===== src/rtl/sar_scheduler.sv =====
// Round-robin scheduler that time-shares one SAR ADC between NCH requesters:
// grant, settle the input mux, toggle soc, collect eoc (or time out), ack the requester.
module sar_scheduler #(
  parameter int NCH     = 4,
  parameter int NBITS   = 10,
  parameter int SETTLE  = 8,
  parameter int TIMEOUT = 255
) (
  input  logic                                f100m_clk,
  input  logic                                rstb,
  input  logic [NCH-1:0]                      req,
  output logic [NCH-1:0]                      ack,
  output logic [NBITS-1:0]                    data_o,
  output logic                                data_err,
  output logic                                data_warn,
  output logic [((NCH > 1) ? $clog2(NCH) : 1)-1:0] mux_sel,
  output logic                                soc,
  input  logic                                eoc,
  input  logic                                err,
  input  logic                                warn,
  input  logic [NBITS-1:0]                    sar_code,
  output logic                                busy,
  output logic                                timeout_o
);

  localparam int MW = (NCH > 1) ? $clog2(NCH) : 1;
  localparam int SW = (SETTLE > 1) ? $clog2(SETTLE) : 1;
  localparam int TW = $clog2(TIMEOUT);

  typedef enum logic [1:0] {S_IDLE, S_SETTLE, S_CONVERT, S_DONE} state_t;

  state_t            state_q, state_d;
  logic [MW-1:0]     ptr_q, ptr_d;
  logic [MW-1:0]     mux_sel_q, mux_sel_d;
  logic [SW-1:0]     settle_q, settle_d;
  logic [TW-1:0]     tcnt_q, tcnt_d;
  logic              err_lat_q, err_lat_d;
  logic              warn_lat_q, warn_lat_d;
  logic [NCH-1:0]    ack_q, ack_d;
  logic [NBITS-1:0]  data_q, data_d;
  logic              data_err_q, data_err_d;
  logic              data_warn_q, data_warn_d;
  logic              soc_q, soc_d;
  logic              busy_q, busy_d;
  logic              timeout_q, timeout_d;

  logic              found;
  logic [MW-1:0]     g_idx;
  int                idx;

  // First pending request at or above ptr, wrapping modulo NCH.
  always_comb begin
    found = 1'b0;
    g_idx = '0;
    idx   = 0;
    for (int i = 0; i < NCH; i++) begin
      idx = int'(ptr_q) + i;
      if (idx >= NCH) idx = idx - NCH;
      if (!found && req[idx]) begin
        found = 1'b1;
        g_idx = MW'(idx);
      end
    end
  end

  always_comb begin
    state_d     = state_q;
    ptr_d       = ptr_q;
    mux_sel_d   = mux_sel_q;
    settle_d    = settle_q;
    tcnt_d      = tcnt_q;
    err_lat_d   = err_lat_q;
    warn_lat_d  = warn_lat_q;
    ack_d       = '0;
    data_d      = data_q;
    data_err_d  = data_err_q;
    data_warn_d = data_warn_q;
    soc_d       = soc_q;
    timeout_d   = 1'b0;
    case (state_q)
      S_IDLE: begin
        if (found) begin
          mux_sel_d = g_idx;
          settle_d  = SW'(SETTLE - 1);
          ptr_d     = (g_idx == MW'(NCH - 1)) ? '0 : g_idx + 1'b1;
          state_d   = S_SETTLE;
        end
      end
      S_SETTLE: begin
        if (settle_q == '0) begin
          soc_d      = ~soc_q;
          tcnt_d     = '0;
          err_lat_d  = 1'b0;
          warn_lat_d = 1'b0;
          state_d    = S_CONVERT;
        end else begin
          settle_d = settle_q - 1'b1;
        end
      end
      S_CONVERT: begin
        err_lat_d  = err_lat_q | err;
        warn_lat_d = warn_lat_q | warn;
        // eoc wins over a timeout landing on the same cycle.
        if (eoc) begin
          data_d           = sar_code;
          data_err_d       = err_lat_q | err;
          data_warn_d      = warn_lat_q | warn;
          ack_d[mux_sel_q] = 1'b1;
          state_d          = S_DONE;
        end else if (tcnt_q == TW'(TIMEOUT - 1)) begin
          data_d           = '0;
          data_err_d       = 1'b1;
          data_warn_d      = warn_lat_q | warn;
          ack_d[mux_sel_q] = 1'b1;
          timeout_d        = 1'b1;
          state_d          = S_DONE;
        end else begin
          tcnt_d = tcnt_q + 1'b1;
        end
      end
      S_DONE: begin
        state_d = S_IDLE;
      end
      default: state_d = S_IDLE;
    endcase
    busy_d = (state_d != S_IDLE);
  end

  always_ff @(posedge f100m_clk or negedge rstb) begin
    if (!rstb) begin
      state_q     <= S_IDLE;
      ptr_q       <= '0;
      mux_sel_q   <= '0;
      settle_q    <= '0;
      tcnt_q      <= '0;
      err_lat_q   <= 1'b0;
      warn_lat_q  <= 1'b0;
      ack_q       <= '0;
      data_q      <= '0;
      data_err_q  <= 1'b0;
      data_warn_q <= 1'b0;
      soc_q       <= 1'b0;
      busy_q      <= 1'b0;
      timeout_q   <= 1'b0;
    end else begin
      state_q     <= state_d;
      ptr_q       <= ptr_d;
      mux_sel_q   <= mux_sel_d;
      settle_q    <= settle_d;
      tcnt_q      <= tcnt_d;
      err_lat_q   <= err_lat_d;
      warn_lat_q  <= warn_lat_d;
      ack_q       <= ack_d;
      data_q      <= data_d;
      data_err_q  <= data_err_d;
      data_warn_q <= data_warn_d;
      soc_q       <= soc_d;
      busy_q      <= busy_d;
      timeout_q   <= timeout_d;
    end
  end

  assign ack       = ack_q;
  assign data_o    = data_q;
  assign data_err  = data_err_q;
  assign data_warn = data_warn_q;
  assign mux_sel   = mux_sel_q;
  assign soc       = soc_q;
  assign busy      = busy_q;
  assign timeout_o = timeout_q;

endmodule


===== config.mk =====
export PLATFORM = sky130hd
export DESIGN_NAME = sar_scheduler
export DESIGN_NICKNAME = d
export VERILOG_FILES = /design/src/rtl/sar_scheduler.sv
export SDC_FILE = /design/constraint.sdc
export NUM_CORES = 1
export LEC_CHECK = 0
export BUFFER_PORTS_ARGS = -buffer_cell sky130_fd_sc_hd__buf_2
export CELL_PAD_IN_SITES_DETAIL_PLACEMENT = 1
export CELL_PAD_IN_SITES_GLOBAL_PLACEMENT = 2
export CORE_ASPECT_RATIO = 1.2
export CORE_MARGIN = 2
export CORE_UTILIZATION = 36
export CTS_CLUSTER_DIAMETER = 150
export DETAILED_ROUTE_END_ITERATION = 16
export PLACE_DENSITY = 0.93
export SLEW_MARGIN = 20
export SYNTH_ARGS = -nofsm -noshare
export SYNTH_HDL_FRONTEND = slang
export SYNTH_SLANG_ARGS = --single-unit

===== constraint.sdc =====
create_clock -name f100m_clk -period 3.55 [get_ports f100m_clk]
set_clock_uncertainty 0.1 [all_clocks]
set_input_delay 0.5325 -clock f100m_clk [delete_from_list [all_inputs] [get_ports f100m_clk]]
set_output_delay 0.5325 -clock f100m_clk [all_outputs]
set_load 0.02 [all_outputs]

==> run metrics <==
library cells used by synthesis 40; Die Y 81.0 um; Layout Nets 235; Storage cell area 951 um2; ANT nets after route 0; vias in the first global route 1,429; Ports 40; fin crit share 61.5%; crit start category flip-flop; fillcell total 571; final instance area 2160 um2; die area 5530 um2; final worst setup slack 1.37 ns; final critical-path required period 2.18 ns; critical-path cell with the highest stage delay o21ai_1; CTS tree done; RSZ-0062 raised after global routing false; Routed WL per cell 14.5 um; f_max 458 MHz; peak supply drop 0.245 mV; row cnt 28; CTS HTree Levels 2; #FFs+latches synth 38; leakage 1.04 nW; Vias/cell 5.31; Slew HR 30.1%; combinational share of power 32.4%; worst path required time 3.59 ns; post-synthesis cell count 171; Synth Net Count 194; DP Worst Slack 1.35 ns; Yosys top cell by area dfrtp_1; port bufs 39; Area Growth Syn to Fin 21.5%; Vias 1,449; Seq/Total Area, Yosys 53.4%; clock power share 25.2%; kind of critical path flip-flop to flip-flop; final WL 3970 um; clock-pin slew on the worst setup and hold paths 0.08 ns; setup bufs post-CTS 0; total CTS buffers 5; DR pass1 iterations 4; clk root buf clkbuf_8; Finish-stage setup viols 0; CP max FO 15; core area 4830 um2; Max-Cap Viols 0; post-CTS sizing 0; final routed DRC violation total 0; count of pins over their slew limit 0; CP startpoint tcnt_q[0]; Longest Clk Path Bufs 2; Tot GR Track Use 15.7%; largest cells by area after synthesis dfrtp_1, a22o_1, nor2_1; syn_area_per_cell 10.4 um2; ratio of cells with drive above 1 in the final layout 24.4%; r2r setup slk 1.37 ns; cell internal pwr 0.00112 W; HPWL after DPL 2910 um; P_sw 0.000627 W; RR Endpoint data_warn; Synth top area share 53.4%; clk_lat worst skew 0.29 ns; DP Area 2030 um2; Post-synth EDFFs 0; Yosys warning count 0; Initial Util 36.8%; multi-input gate area in the final layout 774 um2; most numerous cell in the Yosys netlist dfrtp_1; largest net degree at the start of global routing 39; crit path cell chain inv_1 > ha_1 > nand3_1 > nor2_1 > o21ai_1 > o21ai_0; Worst setup EP type flip-flop; hold_ws 0.227 ns; final setup TNS 0 ns; first-pass GRT wire length 6470 um; async set-reset flop share out of synthesis 100%; Tightest Pin Transition 1.04 ns; Die Wd 68.2 um; placed cells 265; part of the power in registers 42.5%; Hold Buf Count CTS 0; worst path arrival time 2.22 ns; Syn Std Cell Area 1780 um2; Critical R2R Launch tcnt_q[0]; Net Sw Frac 36.0%; clk sinks 38; Synth Flop Type dfrtp_1; PwrDens 805 nW/um2; Hold Vio Cnt, Final 0; status finished, final reports clean; largest incremental delay on the critical path 0.81 ns; antenna cells 0; final non-filler cell total 273; remaining global-route overflow 0; worst reg2reg path depth 6; top cells by count, synth dfrtp_1, nor2_1, nand2_1, a22o_1, a21oi_1; Initial DRC Count 74; GP Congestion 0.683; initial antenna violation count 0; HP Class primary input to async pin
final cells by class:
cell class | instances | area share, %
multi-input combinational | 120 | 35.8
timing repair buffer | 39 | 9.02
clock inverter | 3 | 3.18
clock buffer | 5 | 3.18
inverter | 8 | 1.39
tap | 60 | 3.47
sequential | 38 | 44.0
logic make-up after synthesis:
family	count (synthesis)	share of synthesized area, %
buffers and inverters	13	3.09
AO/OA/AOI/OAI	46	19.0
flip-flops	38	53.4
XOR/XNOR	8	3.94
AND/OR/NAND/NOR	60	16.5
adder cells (fa/ha/maj)	4	2.81
multiplexers	2	1.19
worst max path at each step:
| stage | to | slack (ns) | cells past startpoint |
|---|---|---|---|
| global route | data_warn | 1.16 | 6 |
| CTS | data_warn | 1.32 | 6 |
| global placement | data_warn | 1.47 | 6 |
| finish | data_warn | 1.37 | 6 |
| floorplan | tcnt_q[7] | 1.84 | 7 |
| detailed placement | data_warn | 1.35 | 6 |
worst max-delay path, delay by kind of cell, from the launching register on:
family | cells | cell delay (ns)
buffers and inverters | 1 | 0.06
AO/OA/AOI/OAI | 2 | 1.02
AND/OR/NAND/NOR | 2 | 0.25
flip-flops | 1 | 0.41
adder cells (fa/ha/maj) | 1 | 0.19
cell usage in the layout (no fill, tap or decap), types with 2 or more instances in the layout:
cell and n:
o21ai_0 9, nand2_1 13, nor3_1 3, nor2b_1 2, nor2_1 22, dfrtp_1 38, a21oi_1 10, ha_1 4
nand2b_1 3, and3_1 2, a22oi_1 2, nand3_1 7, clkbuf_8 5, inv_1 8, xnor2_1 8, a211oi_1 2
bufinv_16 2, buf_2 39, a22o_1 12
through the flow:
stage,utilization [%],total power (W)
2_1_floorplan,-,0.00113
3_3_place_gp,41.9,0.00129
3_5_place_dp,41.9,0.00132
4_1_cts,44.7,0.00177
5_1_grt,44.7,0.00187
6_report,44.7,0.00174
state kept, by name (all words and copies together) (netlist names), 2 cells and up, named ones only:
register / cells
settle_q: 3
ack: 4
state_q: 2
mux_sel: 2
data_o: 10
tcnt_q: 8
routing by layer:
layer  global-route usage [%]  share of wire [%]  up-vias
li1                         -                  -      682
met1                     19.5                 45      727
met2                     25.6                 49       33
met3                     3.60                4.4        7
met4                     7.20                1.9        0
met5                        0                  0        -
power by group through the flow:
stage	combinational (W)	sequential [W]	clock (W)
final	0.000564	0.000740	0.000438
after floorplan	0.000339	0.000791	0
after global routing	0.000638	0.000766	0.000464
after detailed placement	0.000573	0.000747	0
after global placement	0.000552	0.000740	0
after CTS	0.000575	0.000742	0.000451
Note: power is estimated with default switching activity, not from simulation.
